--- src/rtl/checkpoint_reporter_if.sv ---
// checkpoint_reporter_if: Wishbone classic slave bus bundle for checkpoint_reporter
interface checkpoint_reporter_if;
    logic        wbs_cyc_i;
    logic        wbs_stb_i;
    logic        wbs_we_i;
    logic [3:0]  wbs_sel_i;
    logic [31:0] wbs_adr_i;
    logic [31:0] wbs_dat_i;
    logic        wbs_ack_o;
    logic [31:0] wbs_dat_o;
    modport master (
        output wbs_cyc_i, wbs_stb_i, wbs_we_i, wbs_sel_i, wbs_adr_i, wbs_dat_i,
        input  wbs_ack_o, wbs_dat_o
    );
    modport slave (
        input  wbs_cyc_i, wbs_stb_i, wbs_we_i, wbs_sel_i, wbs_adr_i, wbs_dat_i,
        output wbs_ack_o, wbs_dat_o
    );
endinterface

--- src/rtl/checkpoint_reporter.sv ---
// checkpoint_reporter: queues firmware checkpoint codes and holds each on the pads for a minimum time; CHECKPOINT_LA_MIRROR_EN adds la_data_out
module checkpoint_reporter #(
    parameter int          FIFO_DEPTH  = 4,
    parameter int          HOLD_CYCLES = 16,
    parameter logic [31:0] BASE_ADDR   = 32'h3000_0000
) (
    input  logic                 wb_clk_i,
    input  logic                 wb_rst_i,
    checkpoint_reporter_if.slave wbs,
    output logic [15:0]          io_out,
`ifdef CHECKPOINT_LA_MIRROR_EN
    output logic [15:0]          la_data_out,
`endif
    output logic [15:0]          io_oeb
);
    localparam int AW = $clog2(FIFO_DEPTH);
    localparam int CW = HOLD_CYCLES > 1 ? $clog2(HOLD_CYCLES) : 1;
    localparam logic [AW:0]   PTR_ONE   = (AW + 1)'(1);
    localparam logic [CW-1:0] CNT_ONE   = CW'(1);
    localparam logic [CW-1:0] HOLD_LOAD = CW'(HOLD_CYCLES - 1);

    typedef enum logic {ST_IDLE, ST_HOLD} state_t;

    state_t        state, state_nxt;
    logic [CW-1:0] cnt, cnt_nxt;
    logic [AW:0]   wr_ptr, rd_ptr, fill;
    logic [15:0]   mem [FIFO_DEPTH];
    logic          empty, full, pop, acc, hit, wr_code, wr_ctrl, push;
    logic          en, overflow, ack_q;
    logic [31:0]   dat_q, fill_w, status, rdata;
    logic [2:0]    fill_sat;
    logic          unused_bits;

    assign acc      = wbs.wbs_cyc_i & wbs.wbs_stb_i & ~ack_q;
    assign hit      = wbs.wbs_adr_i[31:3] == BASE_ADDR[31:3];
    assign wr_code  = acc & hit & wbs.wbs_we_i & ~wbs.wbs_adr_i[2] & (wbs.wbs_sel_i[1:0] == 2'b11);
    assign wr_ctrl  = acc & hit & wbs.wbs_we_i & wbs.wbs_adr_i[2];
    // a push into a full queue still lands when the display pops in the same cycle
    assign push     = wr_code & (~full | pop);
    assign empty    = wr_ptr == rd_ptr;
    assign full     = (wr_ptr[AW] != rd_ptr[AW]) && (wr_ptr[AW-1:0] == rd_ptr[AW-1:0]);
    assign fill     = wr_ptr - rd_ptr;
    assign fill_w   = {{(31 - AW){1'b0}}, fill};
    assign fill_sat = fill_w > 32'd7 ? 3'd7 : fill_w[2:0];
    assign status   = {24'b0, overflow, state == ST_HOLD, full, empty, 1'b0, fill_sat};
    assign rdata    = wbs.wbs_adr_i[2] ? {31'b0, en} : status;
    assign io_oeb   = ~{16{en}};
    assign wbs.wbs_ack_o = ack_q;
    assign wbs.wbs_dat_o = dat_q;
    assign unused_bits   = ^{wbs.wbs_adr_i[1:0], wbs.wbs_dat_i[31:16], wbs.wbs_sel_i[3:2]};
`ifdef CHECKPOINT_LA_MIRROR_EN
    assign la_data_out = io_out;
`endif

    // single-cycle ack, read data captured with it, control register and sticky overflow
    always_ff @(posedge wb_clk_i or posedge wb_rst_i) begin
        if (wb_rst_i) begin
            ack_q    <= 1'b0;
            dat_q    <= 32'b0;
            en       <= 1'b0;
            overflow <= 1'b0;
        end else begin
            ack_q <= acc & hit;
            dat_q <= (acc & hit & ~wbs.wbs_we_i) ? rdata : 32'b0;
            if (wr_code & full & ~pop) overflow <= 1'b1;
            if (wr_ctrl) begin
                en <= wbs.wbs_dat_i[0];
                if (wbs.wbs_dat_i[1]) overflow <= 1'b0;
            end
        end
    end

    // queue pointers; wrap naturally with the extra MSB distinguishing full from empty
    always_ff @(posedge wb_clk_i or posedge wb_rst_i) begin
        if (wb_rst_i) begin
            wr_ptr <= '0;
            rd_ptr <= '0;
        end else begin
            if (push) wr_ptr <= wr_ptr + PTR_ONE;
            if (pop) rd_ptr <= rd_ptr + PTR_ONE;
        end
    end

    // queue storage needs no reset; the pointers define what is valid
    always_ff @(posedge wb_clk_i) begin
        if (push) mem[wr_ptr[AW-1:0]] <= wbs.wbs_dat_i[15:0];
    end

    // display state, hold counter and the code on the pads
    always_ff @(posedge wb_clk_i or posedge wb_rst_i) begin
        if (wb_rst_i) begin
            state  <= ST_IDLE;
            cnt    <= '0;
            io_out <= 16'h0000;
        end else begin
            state <= state_nxt;
            cnt   <= cnt_nxt;
            if (pop) io_out <= mem[rd_ptr[AW-1:0]];
        end
    end

    // pop when idle with work queued, or when the current hold has expired
    always_comb begin
        state_nxt = state;
        cnt_nxt   = cnt;
        pop       = 1'b0;
        if (state == ST_IDLE) begin
            if (!empty) begin
                pop       = 1'b1;
                cnt_nxt   = HOLD_LOAD;
                state_nxt = ST_HOLD;
            end
        end else if (cnt != '0) begin
            cnt_nxt = cnt - CNT_ONE;
        end else if (!empty) begin
            pop     = 1'b1;
            cnt_nxt = HOLD_LOAD;
        end else begin
            state_nxt = ST_IDLE;
        end
    end
endmodule

--- src/flat_wrapper.sv ---
// flat-port wrapper written by rule: the top's interface ports become plain ports
module checkpoint_reporter_flat 
#(
    parameter int          FIFO_DEPTH  = 4,
    parameter int          HOLD_CYCLES = 16,
    parameter logic [31:0] BASE_ADDR   = 32'h3000_0000
)
  (wb_clk_i, wb_rst_i, io_out, io_oeb, wbs_wbs_cyc_i, wbs_wbs_stb_i, wbs_wbs_we_i, wbs_wbs_sel_i, wbs_wbs_adr_i, wbs_wbs_dat_i, wbs_wbs_ack_o, wbs_wbs_dat_o);
  checkpoint_reporter_if wbs_i ();
  input  logic wb_clk_i;
  input  logic wb_rst_i;
  output logic [15:0] io_out;
  output logic [15:0] io_oeb;
  input wire logic [$bits(wbs_i.wbs_cyc_i)-1:0] wbs_wbs_cyc_i;
  input wire logic [$bits(wbs_i.wbs_stb_i)-1:0] wbs_wbs_stb_i;
  input wire logic [$bits(wbs_i.wbs_we_i)-1:0] wbs_wbs_we_i;
  input wire logic [$bits(wbs_i.wbs_sel_i)-1:0] wbs_wbs_sel_i;
  input wire logic [$bits(wbs_i.wbs_adr_i)-1:0] wbs_wbs_adr_i;
  input wire logic [$bits(wbs_i.wbs_dat_i)-1:0] wbs_wbs_dat_i;
  output wire logic [$bits(wbs_i.wbs_ack_o)-1:0] wbs_wbs_ack_o;
  output wire logic [$bits(wbs_i.wbs_dat_o)-1:0] wbs_wbs_dat_o;
  assign wbs_i.wbs_cyc_i = wbs_wbs_cyc_i;
  assign wbs_i.wbs_stb_i = wbs_wbs_stb_i;
  assign wbs_i.wbs_we_i = wbs_wbs_we_i;
  assign wbs_i.wbs_sel_i = wbs_wbs_sel_i;
  assign wbs_i.wbs_adr_i = wbs_wbs_adr_i;
  assign wbs_i.wbs_dat_i = wbs_wbs_dat_i;
  assign wbs_wbs_ack_o = wbs_i.wbs_ack_o;
  assign wbs_wbs_dat_o = wbs_i.wbs_dat_o;
  checkpoint_reporter #(.FIFO_DEPTH(FIFO_DEPTH), .HOLD_CYCLES(HOLD_CYCLES), .BASE_ADDR(BASE_ADDR)) u_core (.wb_clk_i(wb_clk_i), .wb_rst_i(wb_rst_i), .wbs(wbs_i), .io_out(io_out), .io_oeb(io_oeb));
endmodule
--- config.mk ---
export PLATFORM = sky130hd
export DESIGN_NAME = checkpoint_reporter_flat
export DESIGN_NICKNAME = d
export VERILOG_FILES = /design/src/rtl/checkpoint_reporter_if.sv /design/src/rtl/checkpoint_reporter.sv /design/src/flat_wrapper.sv
export SDC_FILE = /design/constraint.sdc
export NUM_CORES = 1
export LEC_CHECK = 0
export CAP_MARGIN = 25
export CORE_AREA = 8 8 107 109
export DETAILED_ROUTE_END_ITERATION = 10
export DIE_AREA = 0 0 115 117
export GPL_TIMING_DRIVEN = 0
export PLACE_DENSITY = 0.79
export SYNTH_ARGS = -nofsm -noshare
export SYNTH_HDL_FRONTEND = slang
export SYNTH_SLANG_ARGS = --single-unit
--- constraint.sdc ---
create_clock -name wb_clk_i -period 3.7 [get_ports wb_clk_i]
set_clock_uncertainty 0.1 [all_clocks]
set_input_delay 0.74 -clock wb_clk_i [delete_from_list [all_inputs] [get_ports wb_clk_i]]
set_output_delay 0.74 -clock wb_clk_i [all_outputs]
set_load 0.02 [all_outputs]
# == After elaboration in Yosys (flattened, before gate mapping) ==
# Memory sizes are Yosys's and may differ from the RTL's. A register that Yosys moved wholly into a read port is not among the register bits.
# Cells that the tools add are included.
# W data, S select, Z words.
# word_totals
regBits,46
wordCells,55
latchBits,0
mem_bits_rw,64
romBits,0
mem_count,1
# memory_table
memory,words,width,rd,rd_ports_with_merged_regs,wr,line,source
u_core.mem,4,16,1,1,1,checkpoint_reporter.sv:27,logic [15:0] mem [FIFO_DEPTH];
# op_classes
reduce_logical,2
n_shift,0
n_eq_ne,5
n_bitwise,18
magnitude_cmp,1
n_mul,0
add_sub_neg,4
n_mux,16
div_mod_pow,0
# ops
cell,count
$mux W32,1
$eq A29 B27 Y1 const B,1
$not A16 Y16,1
$mux W4,3
$and A1 B1 Y1,11
$mux W1,10
$mux W8,1
$add A3 B1 Y3 const B,2
$not A1 Y1,5
$reduce_bool A4 Y1,1
$sub A4 B1 Y4 const B,1
$eq A3 B3 Y1,1
$gt A3 B3 Y1 const B,1
$mux W3,1
$sub A3 B3 Y3,1
$eq A2 B2 Y1,1
$eq A2 B2 Y1 const B,1
$logic_and A1 B1 Y1,1
$ne A1 B1 Y1,1
$or A1 B1 Y1,1

# == Logic depth before layout (Yosys ltp) ==
# Gate-level depths: netlist of the first run.
# depth
ltp_word,11
depth_mapped,9
ltp_nobuf,6

# == Worst setup path after synthesis of the first run ==
# Ideal clock, no wire load.
# synth_timing
kind,register to register
from,reg u_core.rd_ptr[1]
to,"mem u_core.mem[0][0], enable pin"
n_path_buf,2
period_less_slack_ps,3028
arrival_time_ps,2555
t_required_ps,3226
stages_incl_launch_ff,9
slack_ps,672
setup_ps,374
cell_sequence,dfrtp_1 -> clkbuf_1 -> buf_1 -> inv_1 -> ha_1 -> and2_1 -> a41o_1 -> nor3_4 -> and2_1
# synth_via
elab_chain_len,8
# synth_lines
item,line,source
from (decl),checkpoint_reporter.sv:26,"logic [AW:0] wr_ptr, rd_ptr, fill;"
from (signal assigned),checkpoint_reporter.sv:80,if (pop) rd_ptr <= rd_ptr + PTR_ONE;
$eq A3 B3 Y1,checkpoint_reporter.sv:40,assign empty = wr_ptr == rd_ptr;
$mux W1,"checkpoint_reporter.sv:108, checkpoint_reporter.sv:115",
$mux W1,checkpoint_reporter.sv:113,end else if (cnt != '0) begin
$mux W1,checkpoint_reporter.sv:107,if (state == ST_IDLE) begin
$or A1 B1 Y1 *,checkpoint_reporter.sv:39,assign push = wr_code & (~full | pop);
$and A1 B1 Y1 *,checkpoint_reporter.sv:39,
$mux W1 *,checkpoint_reporter.sv:86,if (push) mem[wr_ptr[AW-1:0]] <= wbs.wbs_dat_i[15:0];
$mux W1 (not written as such) *,checkpoint_reporter.sv:86,
to (decl),checkpoint_reporter.sv:27,
# Every way passes the cells marked *; elsewhere a longest branch is shown, timed or not.

# == Final worst setup path of the first run ==
# layout_timing
from,reg u_core.rd_ptr[1]
to,"mem u_core.mem[2][7], enable pin"
# Same word-level chain as after synthesis.

==> out/metrics.sh, run 1 <==
TIMING.HOLD.WORST.CLASS='reg -> reg'
CORE.ROWCOUNT=37
CLK_PIN_SLEW_WORST_PATHS_PS=90
DETAIL_ROUTE.WIRELENGTH_MM=8.92
YS_SEQ_AREA_FRAC=0.640
PLACE_INST=519
WORST-SETUP-PATH-TYPE='reg -> reg'
DRV.MAX_CAP_VIOLATION_COUNT=0
VIA_COUNT=2562
POWER_PER_CELL_AREA_nW_PER_UM2=411
WIRE_LENGTH_ON_MET3_UM=942
GRT_PASS1_WL_MM=13.7
ANTENNA_CELLS=0
TIMING_HOLD_VIOLATIONS_FINAL=0
PATH_MAX_FANOUT=16
LEAKAGE_POWER_SUMMED_OVER_ALL_CELLS_nW=2.26
SYNTH-SEQ-CELLS=101
POST_CTS_HOLD_BUFFER_COUNT=0
REQUIRED_PS=3600
NUMBER_OF_ANTENNA_VIOLATIONS_AT_THE_FIRST_CHECK_IN_GLOBAL_ROUTING=0
YOSYS-TOP-CELLS-AREA='edfxtp_1, dfrtp_1, mux4_2'
GRT_MAX_DEGREE=38
RESULT_OF_THE_RUN='finished clean'
PLACE_HPWL_MM=6.40
TIMING.CRITICAL_PATH.SLOWEST_CELL_DELAY_PS=500
DRT_ITER0_MARKERS=163
FILLCELLCOUNT=796
SYNTH-EDFF-COUNT=64
BUFFER_PORTS.INSERTED=90
WORST_SKEW_PAIR.LATE_LATENCY_PS=360
SYN-INSTANCE-COUNT=268
AVERAGE_ROUTED_WIRE_PER_STANDARD_CELL_UM=16.7
MIN_DELAY_PATH_DEPTH=1
SETUP_VIOL=0
GRT_PASS1_VIAS=2644
PERIOD_SHARE=0.917
AREA_OF_THE_CORE_REGION_UM2=9910
MET2ROUTEDLENGTH_MM=4.42
POWER.IR.VDD_WORST_V=0.000286
PIN_COUNT=138
PATH_DELAY_FAMILY='buffers and inverters'
REPORT.FINAL.SLEW_VIOL_COUNT=0
SYNTH_TOP_CELL_BY_AREA='edfxtp_1'
SYN_AREA_UM2=4450
DRIVE_GT1_FRAC=0.291
TIGHTEST_PIN_TRANSITION_PS=828
POST_DRT_VIA_CELL_RATIO=4.79
GPL.FINAL_WEIGHTED_CONGESTION=0.742
CP_DATA_ARRIVAL_TIME_PS=3300
CTS_ROOT_BUFFER='clkbuf_8'
FIN_CELLS=535
CRITICAL_PATH.SLOWEST_CELL='and2_2'
CRITPATHLAUNCHTYPE='flop'
AVGSYNTHCELLAREA_UM2=16.6
WORST_HOLD_CHECK_SLACK_PS=390
FINALCRITICALPERIOD_PS=3390
CLOCK_SINKS=101
WORST-R2R-CELL-COUNT=8
DIE_HEIGHT_UM=117
DIE_WIDTH_UM=115
TIMING.FMAX_MHz=295
PATH_CELLS='clkbuf_1 -> clkbuf_2 -> inv_1 -> ha_1 -> and2_1 -> a41o_1 -> nor3_4 -> and2_2'
GRT_OVERFLOW_TOTAL=0
FINAL_NETS=476
WORST-PATH-STAGES=8
YOSYS_CELL_TYPES=43
FP.DIEAREA_UM2=13500
TOPROUTINGLAYERUSED='met4'
CRITICAL_PATH.ENDPOINT_TYPE='flop'
SYN_TO_FINAL_GROWTH_PCT=30.3
WORST-PATH-BUF-INV=3
SLEW_HEADROOM=0.447
FLOORPLAN.INITIALDENSITY=0.449
CTS_MAX_LEVEL=3
DRCVIOLATIONCOUNT=0
ROUTE.ANTENNA.REMAINING_NETS=0
DETAILEDROUTE.FIRSTPASSITERATIONCOUNT=4
WL_MET1_MM=3.42
DOMINANTREGCELLSYNTH='edfxtp_1'
POST-CTS-SETUP-BUFFERS=0
YOSYS.AREA.TOP_TYPE_SHARE=0.432
CTS_TREE='done'
YS_ASYNC_SR_FRACTION=0.366
TOTAL_ROUTING_USAGE_REPORTED_BY_GLOBAL_ROUTING=0.136
CTS_MADE_BUFFERS=9
SYNTH.YOSYS.WARNINGS=0
MAX-CLOCK-PATH-BUFFERS=2
UNREPAIRED_SETUP_ENDPOINTS_AFTER_GLOBAL_ROUTING='no'
==> Yosys cell counts, types with 2 or more instances <==
master and instances:
buf_4 41, o21ai_0 2, edfxtp_1 64, xnor2_1 4, xor2_1 3, nand4_2 2, nor4_2 10, nand2_1 6
and4bb_1 2, ha_1 8, clkbuf_1 3, dfrtp_1 37, nor3_1 2, nand2b_1 2, nor4b_2 2, a21oi_1 4
buf_2 4, and2_1 5, mux4_2 16, a211oi_1 2, nor2_1 3, mux2_2 16, inv_1 10
==> power by group <==
part	internal, mW	switching [mW]
Combinational	0.249	0.214
Clock	0.248	0.367
Sequential	1.26	0.0398
==> per-layer routing <==
metal	vias to the layer above	GRT usage
li1	1188	-
met1	1259	0.154
met2	105	0.227
met3	10	0.0498
met4	0	0.0648
met5	-	0
==> cell type report <==
type / count / area (µm²) / area share
plain buffers: 50 / 349 / 0.0602
clock buffers: 11 / 131 / 0.0226
clock inverters: 5 / 37.5 / 0.00647
inverters: 10 / 37.5 / 0.00647
multi-input cells: 131 / 1310 / 0.226
flip-flops and latches: 101 / 2850 / 0.491
well taps: 136 / 170 / 0.0293
repair buffers: 91 / 916 / 0.158
==> flip-flops by register name, summed over array words and instances, names as in the netlist <==
register,cells
u_core.rd_ptr,3
u_core.state,1
u_core.cnt,4
u_core.wr_ptr,3
u_core.wbs.wbs_ack_o,1
u_core.wbs.wbs_dat_o,7
u_core.io_out,16
u_core.mem,64
u_core.en,1
u_core.overflow,1
==> repair_timing <==
item	in CTS	in global routing
gates resized for setup	3	1
hold endpoints to repair	0	0
endpoints found under the setup margin	48	59
==> kinds of logic after synthesis <==
logic type / synth area share
buffers and inverters: 0.0866
other: 0.000842
flip-flops: 0.640
XOR/XNOR: 0.0138
AO/OA/AOI/OAI: 0.0194
multiplexers: 0.127
adder cells (fa/ha/maj): 0.0270
AND/OR/NAND/NOR: 0.0854
==> metrics by stage <==
stage / utilization / setup TNS [ps] / instance area (µm²) / setup WS, ps / total power [mW]
2_1_floorplan: - / 0 / 4540 / 672 / 1.57
3_3_place_gp: 0.567 / -13170 / 5610 / -268 / 1.79
3_5_place_dp: 0.568 / -10290 / 5630 / -226 / 1.80
4_1_cts: 0.586 / 0 / 5800 / 22.8 / 2.40
5_1_grt: 0.586 / 0 / 5800 / 70.2 / 2.48
6_report: 0.586 / 0 / 5800 / 307 / 2.38
==> worst paths after layout <==
check	end	from	slack [ps]
max in group asynchronous	u_core.io_out[3]	wb_rst_i	2210
min reg2reg	u_core.cnt[0]	u_core.cnt[0]	390
max	u_core.mem[2][7]	u_core.rd_ptr[1]	310
min	u_core.cnt[0]	u_core.cnt[0]	390
max reg2reg	u_core.mem[2][7]	u_core.rd_ptr[1]	310
min in group asynchronous	u_core.cnt[3]	wb_rst_i	770
==> placed cells by master (no fill, tap or decap), drive strengths merged <==
cell type / instances
a211o: 1
a211oi: 2
a21oi: 4
a22oi: 1
a2bb2oi: 1
a31oi: 1
a41o: 1
and2: 5
and4bb: 2
buf: 46
clkbuf: 16
clkdlybuf4s50: 90
clkinv: 2
clkinvlp: 2
conb: 25
dfrtp: 37
edfxtp: 64
fa: 1
ha: 8
inv: 11
mux2: 18
mux4: 16
nand2: 6
nand2b: 2
nand3: 1
nand4: 3
nand4b: 1
nor2: 3
nor3: 3
nor4: 12
nor4b: 2
o21ai: 2
or2: 1
or3: 1
or3b: 1
xnor2: 4
xor2: 3
Note: power is estimated with default switching activity, not from simulation.
==> run 2: changes to the inputs <==
--- a/config.mk
+++ b/config.mk
@@ -6,11 +6,12 @@
 export NUM_CORES = 1
 export LEC_CHECK = 0
 export CAP_MARGIN = 25
-export CORE_AREA = 8 8 107 109
+export CORE_AREA = 8 8 111 113
 export DETAILED_ROUTE_END_ITERATION = 10
-export DIE_AREA = 0 0 115 117
+export DIE_AREA = 0 0 119 121
+export DONT_BUFFER_PORTS = 1
 export GPL_TIMING_DRIVEN = 0
-export PLACE_DENSITY = 0.79
+export REMOVE_ABC_BUFFERS = 1
 export SYNTH_ARGS = -nofsm -noshare
 export SYNTH_HDL_FRONTEND = slang
 export SYNTH_SLANG_ARGS = --single-unit
==> out/metrics.sh, run 2 (same netlist as run 1, synthesis figures left out) <==
SHARE_OF_TOTAL_POWER_IN_THE_CLOCK_NETWORK=0.285  # was 0.258
P_SW_FRAC=0.269  # was 0.261
NUMBER_OF_ANTENNA_VIOLATIONS_AT_THE_FIRST_CHECK_IN_GLOBAL_ROUTING=0  # unchanged
UNREPAIRED_SETUP_ENDPOINTS_AFTER_GLOBAL_ROUTING='no'  # unchanged
CLK_PIN_SLEW_WORST_PATHS_PS=100  # was 90 ps
DETAILEDROUTE.FIRSTPASSITERATIONCOUNT=4  # unchanged
MOST_USED_CELLS_IN_THE_LAYOUT_EXCLUDING_FILL_AND_TAP_CELLS='edfxtp_1, dfrtp_1, conb_1, mux4_2, mux2_2'  # was clkdlybuf4s50_1, edfxtp_1, buf_4, dfrtp_1, conb_1
TIMING.CRITICAL_PATH.SLOWEST_CELL_DELAY_PS=930  # was 500 ps
MAX-CLOCK-PATH-BUFFERS=2  # unchanged
TOTAL_ROUTING_USAGE_REPORTED_BY_GLOBAL_ROUTING=0.113  # was 0.136
CRITICAL_PATH.ENDPOINT_TYPE='flop'  # unchanged
REPORT.FINAL.SLEW_VIOL_COUNT=0  # unchanged
COMB_POWER_SHARE=0.078  # was 0.194
POST-CTS-SETUP-BUFFERS=0  # unchanged
DRCVIOLATIONCOUNT=0  # unchanged
DRIVE_GT1_FRAC=0.271  # was 0.291
VIA_COUNT=1996  # was 2562
RESULT_OF_THE_RUN='finished clean'  # unchanged
TIMING.CRITICAL_PATH.FROM='u_core.rd_ptr[1]'  # unchanged
ANTENNA_CELLS=0  # unchanged
DIE_WIDTH_UM=119  # was 115 µm
MULTIINPUTGATEAREA_UM2=1310  # about the same
WORST-SETUP-PATH-TYPE='reg -> reg'  # unchanged
GRT_OVERFLOW_TOTAL=0  # unchanged
FLOORPLAN.INITIALDENSITY=0.420  # was 0.449
GRT_PASS1_WL_MM=12.3  # was 13.7 mm
PERIOD_SHARE=0.922  # was 0.917
MOST_USED_CELL_CP='and2_1'
POST_CTS_HOLD_BUFFER_COUNT=0  # unchanged
FILLCELLCOUNT=938  # was 796
TIMING.HOLD.WORST.CLASS='in -> async'  # was reg -> reg
PATH_MAX_FANOUT=19  # was 16
TIMING_HOLD_VIOLATIONS_FINAL=0  # unchanged
FINALCRITICALPERIOD_PS=3410  # was 3390 ps
AREA_OF_THE_CORE_REGION_UM2=10600  # was 9910 µm²
CLOCK_SINKS=101  # unchanged
R2R_END='u_core.mem[0][1]'  # was u_core.mem[2][7]
POWER_PER_CELL_AREA_nW_PER_UM2=473  # was 411 nW/µm²
TIMING.FMAX_MHz=293  # was 295 MHz
CTS_MAX_LEVEL=3  # unchanged
LAYOUT.CELLS.MOST_COMMON='edfxtp_1'  # was clkdlybuf4s50_1
GPL.FINAL_WEIGHTED_CONGESTION=0.694  # was 0.742
REG2REG_SLACK_PS=290  # was 310 ps
FP.DIEAREA_UM2=14400  # was 13500 µm²
CP_DATA_ARRIVAL_TIME_PS=3300  # about the same
LEAKAGE_POWER_SUMMED_OVER_ALL_CELLS_nW=1.72  # was 2.26 nW
TOPROUTINGLAYERUSED='met4'  # unchanged
CRITPATHCAPTURE='u_core.mem[0][1]'  # was u_core.mem[2][7]
DETAIL_ROUTE.WIRELENGTH_MM=7.81  # was 8.92 mm
R2R_START='u_core.rd_ptr[1]'  # unchanged
SLEW_HEADROOM=0.397  # was 0.447
ROUTE.ANTENNA.REMAINING_NETS=0  # unchanged
TIGHTEST_PIN_TRANSITION_PS=904  # was 828 ps
SETUP_VIOL=0  # unchanged
POST_DRT_VIA_CELL_RATIO=4.97  # was 4.79
NET-SWITCHING-POWER_mW=0.591  # was 0.621 mW
DIE_HEIGHT_UM=121  # was 117 µm
CTS_MADE_BUFFERS=9  # unchanged
CTS_TREE='done'  # unchanged
POWER_FRAC_SEQ=0.637  # was 0.548
WORST_SKEW_PAIR.LATE_LATENCY_PS=370  # was 360 ps
DRV.MAX_CAP_VIOLATION_COUNT=0  # unchanged
SEQCELLAREA_UM2=2850  # unchanged
PIN_COUNT=138  # unchanged
PATH_CELLS='inv_1 -> ha_1 -> and2_1 -> a41o_1 -> nor3_4 -> and2_1'  # was clkbuf_1 -> clkbuf_2 -> inv_1 -> ha_1 -> and2_1 -> a41o_1 -> nor3_4 -> and2_2
POWER.IR.VDD_WORST_V=0.000173  # was 0.000286 V
INTPOWER_mW=1.61  # was 1.76 mW
CTS_ROOT_BUFFER='clkbuf_8'  # unchanged
REQUIRED_PS=3590  # was 3600 ps
MET2ROUTEDLENGTH_MM=4.20  # was 4.42 mm
BUFFER_PORTS.INSERTED=0  # was 90
GRT_MAX_DEGREE=38  # unchanged
WORST-R2R-CELL-COUNT=6  # was 8
CRITICAL_PATH.SLOWEST_CELL='dfrtp_1'  # was and2_2
PLACE_HPWL_MM=5.44  # was 6.40 mm
FINAL_NETS=339  # was 476
CTS_RESIZED=0  # was 3
NUMBER_OF_FLIP_FLOPS_UNDER_THE_LARGEST_REGISTER_NAME=64  # unchanged
CRITPATHLAUNCHTYPE='flop'  # unchanged
FINAL_CORE_AREA_UTILIZATION=0.438  # was 0.586
AVERAGE_ROUTED_WIRE_PER_STANDARD_CELL_UM=19.4  # was 16.7 µm
CORE.ROWCOUNT=38  # was 37
WL_MET1_MM=2.91  # was 3.42 mm
DRT_ITER0_MARKERS=94  # was 163
GRT_PASS1_VIAS=2159  # was 2644
WORST_HOLD_CHECK_SLACK_PS=304  # was 390 ps
WIRE_LENGTH_ON_MET3_UM=590  # was 942 µm
SYN_TO_FINAL_GROWTH_PCT=4.22  # was 30.3%
==> run 2: cell types whose count changed in the layout (fill, tap and decap cells not counted), sizes merged <==
| cell | before | now |
|---|---|---|
| clkbuf | 16 | 11 |
| buf | 46 | 4 |
| clkinv | 2 | 3 |
| clkinvlp | 2 | 0 |
| clkdlybuf4s50 | 90 | 0 |
| inv | 11 | 12 |
==> run 2: worst max-delay path, delay by kind of cell (launching register included) <==
family | cells | cell delay [ps]
and+or+nand+nor | 3 | 1210
DFF | 1 | 930
adders and majority gates | 1 | 350
buffers and inverters | 1 | 130
AOI/OAI and AO/OA | 1 | 310
==> run 2: worst min path at each step <==
| stage | end | depth (start not counted) |
|---|---|---|
| 3_5_place_dp | u_core.cnt[0] | 1 |
| 2_1_floorplan | u_core.cnt[0] | 1 |
| 3_3_place_gp | u_core.cnt[0] | 1 |
| 4_1_cts | u_core.wbs.wbs_dat_o[2] | 1 |
| 5_1_grt | u_core.wbs.wbs_dat_o[5] | 1 |
| 6_report | u_core.io_out[13] | 1 |
==> run 2: stage by stage <==
stage	TNS [ps]	instance area [µm²]	setup WS (ps)	instances	power (mW)
2_1_floorplan	0	4190	521	242	1.54
3_3_place_gp	-9520	4370	-529	382	1.59
3_5_place_dp	0	4470	212	386	1.60
4_1_cts	0	4640	200	402	2.23
5_1_grt	0	4640	59.4	402	2.29
6_report	0	4640	288	402	2.20
==> run 2: area by class of cell <==
class	instances	share of cell area
flip-flops and latches	101	0.614
well taps	140	0.0378
repair buffers	4	0.0210
inverters	10	0.00809
clock inverters	5	0.00782
clock buffers	11	0.0283
multi-input cells	131	0.283
==> run 2: routing by layer <==
| layer | global-route usage | vias up |
|---|---|---|
| li1 | - | 906 |
| met3 | 0.0442 | 8 |
| met1 | 0.124 | 1026 |
| met5 | 0 | - |
| met2 | 0.188 | 56 |
| met4 | 0.0545 | 0 |
==> run 2: power by group through the flow <==
stage               logic (mW)  registers [mW]  clock network (mW)
floorplan                0.140            1.40                   0
global placement         0.155            1.43                   0
detailed placement       0.176            1.43                   0
CTS                      0.175            1.40               0.647
global route             0.189            1.41               0.694
finish                   0.172            1.40               0.627
==> run 3: changes to the inputs <==
--- a/config.mk
+++ b/config.mk
@@ -6,9 +6,9 @@
 export NUM_CORES = 1
 export LEC_CHECK = 0
 export CAP_MARGIN = 25
-export CORE_AREA = 8 8 111 113
+export CORE_AREA = 8 8 109 111
 export DETAILED_ROUTE_END_ITERATION = 10
-export DIE_AREA = 0 0 119 121
+export DIE_AREA = 0 0 117 119
 export DONT_BUFFER_PORTS = 1
 export GPL_TIMING_DRIVEN = 0
 export REMOVE_ABC_BUFFERS = 1
==> constraint.sdc (replaced) <==
create_clock -name wb_clk_i -period 3.7 [get_ports wb_clk_i]
set_clock_uncertainty 0.1 [all_clocks]
set_input_delay 1.11 -clock wb_clk_i [delete_from_list [all_inputs] [get_ports wb_clk_i]]
set_output_delay 1.11 -clock wb_clk_i [all_outputs]
set_load 0.02 [all_outputs]
==> out/metrics.sh, run 3 (same netlist as run 1, synthesis figures left out) <==
WORST-SETUP-PATH-TYPE='reg -> reg'  # unchanged
SYN_TO_FINAL_GROWTH_PCT=4.22  # unchanged
WORST_SLACK_PS=302  # was 288 ps
TOPROUTINGLAYERUSED='met4'  # unchanged
POST_DRT_VIA_CELL_RATIO=5.04  # was 4.97
FIN_CELLS=398  # was 402
RESULT_OF_THE_RUN='finished clean'  # unchanged
TIMING.FMAX_MHz=294  # was 293 MHz
FILLCELLCOUNT=896  # was 938
GRT_OVERFLOW_TOTAL=0  # unchanged
ROUTE.ANTENNA.REMAINING_NETS=0  # unchanged
WORSTHOLDSTART='u_core.cnt[0]'
TOTAL_ROUTING_USAGE_REPORTED_BY_GLOBAL_ROUTING=0.117  # was 0.113
SETUP_VIOL=0  # unchanged
GPL.FINAL_WEIGHTED_CONGESTION=0.705  # was 0.694
CLOCK_SINKS=101  # unchanged
DIE_WIDTH_UM=117  # was 119 µm
DETAIL_ROUTE.WIRELENGTH_MM=7.83  # was 7.81 mm
TIGHTEST_PIN_TRANSITION_PS=897  # was 904 ps
POWER_PER_CELL_AREA_nW_PER_UM2=478  # was 473 nW/µm²
PATH_MAX_FANOUT=19  # unchanged
DRT_ITER0_MARKERS=79  # was 94
NUMBER_OF_FLIP_FLOPS_UNDER_THE_LARGEST_REGISTER_NAME=64  # unchanged
DP_WORST_SETUP_SLACK_PS=211  # was 212 ps
ANTENNA_CELLS=0  # unchanged
DRV.MAX_CAP_VIOLATION_COUNT=0  # unchanged
DETAILEDROUTE.FIRSTPASSITERATIONCOUNT=4  # unchanged
WORST_SKEW_PAIR.LATE_LATENCY_PS=360  # was 370 ps
DRCVIOLATIONCOUNT=0  # unchanged
PATH_CELLS='inv_1 -> ha_1 -> and2_1 -> a41o_1 -> nor3_4 -> and2_1'  # unchanged
CRITPATHLAUNCHTYPE='flop'  # unchanged
PLACE_HPWL_MM=5.44  # about the same
CP_DATA_ARRIVAL_TIME_PS=3290  # was 3300 ps
CLK_PIN_SLEW_WORST_PATHS_PS=90  # was 100 ps
TIMING.HOLD.WORST_ENDPOINT='u_core.cnt[0]'
REG2REG_SLACK_PS=300  # was 290 ps
FINALCRITICALPERIOD_PS=3400  # was 3410 ps
CRITICAL_PATH.ENDPOINT_TYPE='flop'  # unchanged
GRT_PASS1_VIAS=2189  # was 2159
WIRE_LENGTH_ON_MET3_UM=634  # was 590 µm
FINAL_CORE_AREA_UTILIZATION=0.460  # was 0.438
GRT_PASS1_WL_MM=12.1  # was 12.3 mm
DRIVE_GT1_FRAC=0.279  # was 0.271
PATH_DELAY_FAMILY='simple AND/OR/NAND/NOR gates'  # unchanged
TIMING_HOLD_VIOLATIONS_FINAL=0  # unchanged
GRT_MAX_DEGREE=38  # unchanged
AREA_OF_THE_CORE_REGION_UM2=10100  # was 10600 µm²
MET2ROUTEDLENGTH_MM=4.07  # was 4.20 mm
CTS_TREE='done'  # unchanged
PERIOD_SHARE=0.918  # was 0.922
CTS_RESIZED=0  # unchanged
MULTIINPUTGATEAREA_UM2=1320  # was 1310 µm²
WORST-R2R-CELL-COUNT=6  # unchanged
TIMING.HOLD.WORST.CLASS='reg -> reg'  # was in -> async
POWER.IR.VDD_WORST_V=0.000185  # was 0.000173 V
BUFFER_PORTS.INSERTED=0  # unchanged
CTS_MAX_LEVEL=3  # unchanged
SEQCELLAREA_UM2=2850  # unchanged
REQUIRED_PS=3590  # about the same
SLEW_HEADROOM=0.402  # was 0.397
LEAKAGE_POWER_SUMMED_OVER_ALL_CELLS_nW=1.72  # about the same
POST_CTS_HOLD_BUFFER_COUNT=0  # unchanged
WORST-PATH-BUF-INV=1  # unchanged
FINAL_NETS=339  # unchanged
PLACE_INST=382  # was 386
CTS_ROOT_BUFFER='clkbuf_8'  # unchanged
MOST_USED_CELLS_IN_THE_LAYOUT_EXCLUDING_FILL_AND_TAP_CELLS='edfxtp_1, dfrtp_1, conb_1, mux4_2, mux2_2'  # unchanged
NUMBER_OF_ANTENNA_VIOLATIONS_AT_THE_FIRST_CHECK_IN_GLOBAL_ROUTING=0  # unchanged
CRITICAL_PATH.SLOWEST_CELL='dfrtp_1'  # unchanged
DETAILED_PLACE.AREA_UM2=4450  # was 4470 µm²
DIE_HEIGHT_UM=119  # was 121 µm
R2R_START='u_core.rd_ptr[1]'  # unchanged
MOST_USED_CELL_CP='and2_1'  # unchanged
DESIGN_POWER_TOTAL_mW=2.22  # was 2.20 mW
PIN_COUNT=138  # unchanged
WL_MET1_MM=2.99  # was 2.91 mm
MAX-CLOCK-PATH-BUFFERS=2  # unchanged
CORE.ROWCOUNT=37  # was 38
FP.DIEAREA_UM2=13900  # was 14400 µm²
REPORT.FINAL.SLEW_VIOL_COUNT=0  # unchanged
VIA_COUNT=2005  # was 1996
TIMING.CRITICAL_PATH.SLOWEST_CELL_DELAY_PS=900  # was 930 ps
UNREPAIRED_SETUP_ENDPOINTS_AFTER_GLOBAL_ROUTING='no'  # unchanged
AVERAGE_ROUTED_WIRE_PER_STANDARD_CELL_UM=19.7  # was 19.4 µm
FINAL.SETUP.TNS_PS=0  # unchanged
CTS_MADE_BUFFERS=9  # unchanged
LAYOUT.CELLS.MOST_COMMON='edfxtp_1'  # unchanged
FLOORPLAN.INITIALDENSITY=0.441  # was 0.420
WORST_HOLD_CHECK_SLACK_PS=421  # was 304 ps
R2R_END='u_core.mem[1][0]'  # was u_core.mem[0][1]
FINISH.INSTANCE_AREA_UM2=4640  # unchanged
MIN_DELAY_PATH_DEPTH=1
POST-CTS-SETUP-BUFFERS=0  # unchanged
run 3: layer usage:
layer  GRT usage  up-vias
met5           0        -
met4      0.0624        0
met3      0.0339        9
met2       0.196       71
met1       0.131     1014
li1            -      911
run 3: how the worst max path moves through the flow:
stage                startpoint                 to  slack (ps)  cells after the start
2_1_floorplan         u_core.en          io_oeb[0]         290                      1
3_3_place_gp   u_core.rd_ptr[0]   u_core.io_out[3]        -510                      4
3_5_place_dp   u_core.rd_ptr[1]   u_core.mem[1][2]         210                      6
4_1_cts        u_core.rd_ptr[1]  u_core.mem[0][15]         180                      6
5_1_grt        u_core.rd_ptr[1]  u_core.mem[2][14]          20                      6
6_report       u_core.rd_ptr[1]   u_core.mem[1][0]         300                      6
run 3: where the power goes:
group	leakage [nW]	internal (mW)	switching, mW	total [mW]
Sequential	1.04	1.26	0.132	1.40
Combinational	0.583	0.0892	0.0788	0.168
Clock	0.0909	0.259	0.393	0.652
Total	1.72	1.61	0.604	2.22
run 3: layout make-up:
cell class                 count  share of cell area
inverter                      10             0.00809
multi-input combinational    131               0.283
clock inverter                 6              0.0121
timing repair buffer           4              0.0183
sequential                   101               0.614
tap                          136              0.0367
clock buffer                  10              0.0275
==> RTL edit 1, RTL diff (config.mk and constraints of run 1) <==
Reset style: synchronous (`wb_rst_i`), changed in 3 clocked blocks.
--- a/src/rtl/checkpoint_reporter.sv
+++ b/src/rtl/checkpoint_reporter.sv
@@ -54,5 +54,5 @@
 
     // single-cycle ack, read data captured with it, control register and sticky overflow
-    always_ff @(posedge wb_clk_i or posedge wb_rst_i) begin
+    always_ff @(posedge wb_clk_i) begin
         if (wb_rst_i) begin
             ack_q    <= 1'b0;
@@ -72,5 +72,5 @@
 
     // queue pointers; wrap naturally with the extra MSB distinguishing full from empty
-    always_ff @(posedge wb_clk_i or posedge wb_rst_i) begin
+    always_ff @(posedge wb_clk_i) begin
         if (wb_rst_i) begin
             wr_ptr <= '0;
@@ -88,5 +88,5 @@
 
     // display state, hold counter and the code on the pads
-    always_ff @(posedge wb_clk_i or posedge wb_rst_i) begin
+    always_ff @(posedge wb_clk_i) begin
         if (wb_rst_i) begin
             state  <= ST_IDLE;
Behaviour: differs if wb_rst_i is asserted again (counterexample within 4 cycles, from zero or initial values and one cycle with wb_rst_i high); with wb_rst_i held inactive, the same outputs for 10 cycles.
==> RTL edit 1 against run 1 <==
First-iteration DRC count shrank 38%; total power grew 2.2%; global-route usage grew 0.77 points; synthesized area shrank 0.90%; highest routed layer unchanged; design area is essentially flat; routed wire length grew 5.8%; sequential share of layout area shrank 3.2 points; sequential cell count is the same; setup slack lost 0.031 ns; largest power group unchanged; synthesized cell count grew 20%.
==> RTL edit 1: results (changes against run 1) <==
.. list-table::
   :header-rows: 1

   * - Metric
     - Value
   * - Sequential cell count
     - 101 (unchanged)
   * - Async set-or-reset flop fraction in the synthesized netlist
     - 0% (was 36.6%)
   * - GP Congestion
     - 0.764 (was 0.742)
   * - Met3 track utilization from global routing
     - 4.00% (was 4.98%)
   * - Number of input and output port buffers inserted
     - 92 (was 90)
   * - Via count
     - 2845 (was 2562)
   * - Global-route wire length before repair
     - 14900 um (was 13700 um)
   * - Sum of met2 wire segment lengths after detailed routing
     - 4960 um (was 4420 um)
   * - Status
     - complete, no violations (unchanged)
   * - P_leak
     - 2.08 nW (was 2.26 nW)
   * - Metal-1 WL
     - 3750 um (was 3420 um)
   * - Number of fillers in the final layout
     - 798 (was 796)
   * - Combined flip-flop and latch cell area
     - 0.00266 mm^2 (was 0.00285 mm^2)
   * - Nets
     - 531 (was 476)
   * - Detail Route met3 WL
     - 660 um (was 942 um)
   * - Fraction of cell area in non-clock buffers
     - 22.2% (was 21.8%)
   * - GRT Overall Usage
     - 14.4% (was 13.6%)
   * - Sequential cell area fraction in the yosys report
     - 60.4% (was 64.0%)
   * - Via count of the first global-routing pass
     - 2962 (was 2644)
   * - Synth top cells by count
     - edfxtp_1, nand2_1, buf_4 (was edfxtp_1, buf_4, dfrtp_1)
   * - Cts repair resizes
     - 0 (was 3)
   * - Area fraction of clock buffers and clock inverters
     - 3.34% (was 2.91%)
   * - Number of DRC markers in iteration 0
     - 101 (was 163)
   * - Multi-Input Combinational
     - 182 (was 131)
   * - Largest cells by area after synthesis
     - edfxtp_1, dfxtp_1, mux4_2 (was edfxtp_1, dfrtp_1, mux4_2)
   * - Transition time at the pin with the least slew margin
     - 0.881 ns (was 0.828 ns)
   * - Met1 Use GR
     - 15.7% (was 15.4%)
   * - Top Family by Delay on Critical Path
     - simple AND/OR/NAND/NOR gates (was buffers and inverters)
   * - Share of cells above drive strength 1
     - 21.8% (was 29.1%)
   * - GRT met2 Usage
     - 26.2% (was 22.7%)
   * - Routed wire length per instance
     - 16.0 um (was 16.7 um)
   * - Fraction of area in multi-input gates
     - 24.9% (was 22.6%)
   * - Library cell contributing the largest single delay on the critical path
     - and2_1 (was and2_2)
   * - Non-clock buffer instance count of the final layout
     - 143 (was 141)
   * - Count of non-CTS inverters in the layout
     - 12 (was 10)
[RTL edit 1: changes by cell type after synthesis, moves of 3 or more]
cell	delta
dfxtp_1	+37
dfrtp_1	-37
nor4_2	-5
xor2_1	-3
mux2_2	-15
a21oi_1	+19
and3_1	+5
nor2_1	+6
nand2_1	+36
[RTL edit 1: kinds of logic (layout without fill, tap and decap cells)]
group | Yosys count | in the layout | share of synthesized area, %
AO/OA/AOI/OAI | 36 | 36 | 5.45
XOR/XNOR | 5 | 5 | 1.16
adder cells (fa/ha/maj) | 9 | 9 | 2.72
buffers and inverters | 62 | 171 | 9.05
flip-flops | 101 | 101 | 60.4
multiplexers | 19 | 19 | 8.99
other | 1 | 25 | 0.0850
AND/OR/NAND/NOR | 88 | 88 | 12.2
[RTL edit 1: worst register-to-register path: cells and delay by family (launching register included)]
kind	cells	cell delay [ns]
and+or+nand+nor	4	1.37
buffers and inverters	3	0.92
DFF	1	0.34
adders and majority gates	1	0.32
[RTL edit 1: through the flow]
step	instances	instance area, um^2	worst slack, ns	utilization, %
floorplan	345	4500	0.441	-
detailed placement	574	5610	0.122	56.6
global route	590	5800	0.0237	58.6
CTS	590	5800	0.189	58.6
finish	590	5800	0.276	58.6
global placement	573	5590	-1.06	56.5
[RTL edit 1: where the power goes]
group / total, mW / switching, mW / internal [mW]
Clock: 0.663 / 0.388 / 0.275
Combinational: 0.510 / 0.266 / 0.244
Sequential: 1.26 / 0.0298 / 1.23
[RTL edit 1: worst paths after layout]
path	start	to	slack, ns	cells after the start
worst max-delay path	u_core.rd_ptr[1]	u_core.mem[2][15]	0.28	8
worst min register to register	u_core.io_out[6]	u_core.io_out[6]	0.36	2
worst min-delay path	u_core.io_out[6]	u_core.io_out[6]	0.36	2
worst max register to register	u_core.rd_ptr[1]	u_core.mem[2][15]	0.28	8
==> RTL edit 2, RTL diff (flow settings as in run 1) <==
Made on the original files. `HOLD_CYCLES` is set to 16 in 2 places; all go to 32.
--- a/src/rtl/checkpoint_reporter.sv
+++ b/src/rtl/checkpoint_reporter.sv
@@ -2,5 +2,5 @@
 module checkpoint_reporter #(
     parameter int          FIFO_DEPTH  = 4,
-    parameter int          HOLD_CYCLES = 16,
+    parameter int          HOLD_CYCLES = 32,
     parameter logic [31:0] BASE_ADDR   = 32'h3000_0000
 ) (
--- a/src/flat_wrapper.sv
+++ b/src/flat_wrapper.sv
@@ -3,5 +3,5 @@
 #(
     parameter int          FIFO_DEPTH  = 4,
-    parameter int          HOLD_CYCLES = 16,
+    parameter int          HOLD_CYCLES = 32,
     parameter logic [31:0] BASE_ADDR   = 32'h3000_0000
 )
Function: no difference found for any inputs over 10 cycles, from zero or initial values and one cycle with wb_rst_i high; that may be too few to reach the edited logic, so the function may still have changed.
==> RTL edit 2 against run 1 <==
Synthesized cell count grew 1.1%; setup slack better by 0.040 ns; total power increased by 20%; design area decreased by 0.56%; routed wire length down 0.71%; non-clock buffer count rose by 1; synthesized area down 1.1%; sequential cell count rose by 1; count of clock-buffer cells in the layout is 1 lower.
==> RTL edit 2: results (changes against run 1) <==
.. list-table::
   :header-rows: 1

   * - Metric
     - Value
   * - Largest net degree at the start of global routing
     - 39 (was 38)
   * - Sum of met2 wire segment lengths after detailed routing
     - 4470 um (was 4420 um)
   * - Sequential cell area fraction in the yosys report
     - 65.2% (was 64.0%)
   * - P_leak
     - 2.26 nW (about the same)
   * - Global-route wire length before repair
     - 13900 um (was 13700 um)
   * - Crit-path max cell delay
     - 0.58 ns (was 0.50 ns)
   * - Worst-path fanout max
     - 10 (was 16)
   * - Worst hold margin
     - 0.418 ns (was 0.390 ns)
   * - Detailed placement HPWL
     - 6480 um (was 6400 um)
   * - Top Family by Delay on Critical Path
     - buffers and inverters (unchanged)
   * - Routed wire length per instance
     - 16.5 um (was 16.7 um)
   * - GRT Overall Usage
     - 13.5% (was 13.6%)
   * - Number of fillers in the final layout
     - 826 (was 796)
   * - Worst hold path endpoint
     - u_core.io_out[3] (was u_core.cnt[0])
   * - Via count
     - 2551 (was 2562)
   * - Nets
     - 479 (was 476)
   * - Via count of the first global-routing pass
     - 2659 (was 2644)
   * - Worst reg2reg endpoint
     - u_core.mem[3][14] (was u_core.mem[2][7])
   * - Worst hold start
     - u_core.io_out[3] (was u_core.cnt[0])
   * - Worst R2R Start
     - u_core.rd_ptr[1] (unchanged)
   * - Async set-or-reset flop fraction in the synthesized netlist
     - 37.3% (was 36.6%)
   * - Latest clock arrival within the worst-skew pair
     - 0.37 ns
   * - Flop2flop setup slack
     - 0.35 ns (was 0.31 ns)
   * - Post-synthesis cell type count
     - 39 (was 43)
   * - Number of stages on the worst hold path
     - 1 (unchanged)
   * - Largest register FFs
     - 64 (unchanged)
   * - Power dissipated by switching net loads
     - 0.845 mW (was 0.621 mW)
   * - Synth top cells by count
     - edfxtp_1, buf_4, dfrtp_1 (unchanged)
   * - Detail Route met3 WL
     - 810 um (was 942 um)
   * - Library cell contributing the largest single delay on the critical path
     - nor4_4 (was and2_2)
   * - Worst hold path type
     - reg -> reg (unchanged)
   * - Share of cells above drive strength 1
     - 26.1% (was 29.1%)
   * - Highest routing layer actually used
     - met4 (unchanged)
   * - Cell area after placement
     - 0.00558 mm^2 (was 0.00563 mm^2)
   * - Number of DRC markers in iteration 0
     - 79 (was 163)
   * - Status
     - complete, no violations (unchanged)
   * - Pre-Repair DR Iteration Count
     - 4 (unchanged)
   * - Largest cells by area after synthesis
     - edfxtp_1, dfrtp_1, mux4_2 (unchanged)
   * - Maximum ir drop on the vdd rail
     - 0.382 mV (was 0.286 mV)
   * - Transition time at the pin with the least slew margin
     - 0.848 ns (was 0.828 ns)
   * - Metal-1 WL
     - 3500 um (was 3420 um)
   * - Data arrival at the endpoint of the critical path
     - 3.33 ns (was 3.30 ns)
   * - GP Congestion
     - 0.782 (was 0.742)
[RTL edit 2: changes by cell type after synthesis, sizes merged, moves of 2 or more]
cell     before  now
nand2         6    8
a21oi         4    2
buf          46   50
clkbuf        4    1
a211oi        2    0
nor4b         2    4
and4bb        2    0
nand2b        2    0
a2bb2oi       1    3
[RTL edit 2: layer usage]
| metal | vias up | GRT usage (%) |
|---|---|---|
| met1 | 1271 | 15.9 |
| met5 | - | 0 |
| met4 | 0 | 3.42 |
| met3 | 6 | 5.28 |
| li1 | 1187 | - |
| met2 | 87 | 22.6 |
[RTL edit 2: what timing repair did]
item	CTS	global route
endpoints found under the hold margin	0	0
gates resized for setup	3	1
endpoints found under the setup margin	48	61
hold buffers	0	0
[RTL edit 2: how the worst max path moves through the flow]
stage	start	to	slack, ns	cells after the start
6_report	u_core.rd_ptr[1]	u_core.mem[3][14]	0.35	8
3_3_place_gp	u_core.rd_ptr[1]	u_core.mem[3][10]	-0.24	7
2_1_floorplan	u_core.rd_ptr[1]	u_core.mem[0][0]	0.70	8
4_1_cts	u_core.rd_ptr[1]	u_core.mem[3][11]	0.03	8
5_1_grt	u_core.rd_ptr[1]	u_core.mem[3][14]	0.11	8
3_5_place_dp	u_core.rd_ptr[1]	u_core.mem[1][15]	-0.22	8
[RTL edit 2: cells by family (layout without fill, tap and decap cells)]
group | after synthesis | in the layout | share of synthesized area [%]
AO/OA/AOI/OAI | 12 | 12 | 1.93
XOR/XNOR | 8 | 8 | 1.59
adder cells (fa/ha/maj) | 9 | 9 | 2.73
buffers and inverters | 61 | 168 | 9.01
flip-flops | 102 | 102 | 65.2
multiplexers | 34 | 34 | 12.9
other | 1 | 25 | 0.0851
AND/OR/NAND/NOR | 44 | 44 | 6.56
[RTL edit 2: power by group through the flow]
stage,registers (mW),logic (mW),clock network (mW)
after floorplan,1.38,0.581,0
after global placement,1.34,0.862,0
after detailed placement,1.34,0.891,0
after CTS,1.32,0.893,0.670
after global routing,1.32,0.957,0.709
final,1.31,0.875,0.658
[RTL edit 2: stage by stage]
step	std cells	utilization, %	power [mW]	setup slack [ns]
after floorplan	295	-	1.96	0.696
after global placement	521	56.2	2.20	-0.238
after detailed placement	522	56.3	2.23	-0.217
after CTS	538	58.2	2.88	0.0301
after global routing	538	58.2	2.99	0.105
final	538	58.2	2.85	0.347
[RTL edit 2: layout make-up]
type / instances / area share (%)
Timing Repair Buffer: 91 / 15.9
Sequential cell: 102 / 49.8
Buffer: 51 / 6.25
Tap cell: 136 / 2.95
Clock buffer: 10 / 2.21
Inverter: 10 / 0.651
Clock inverter: 6 / 0.976
Multi-Input combinational cell: 132 / 21.3
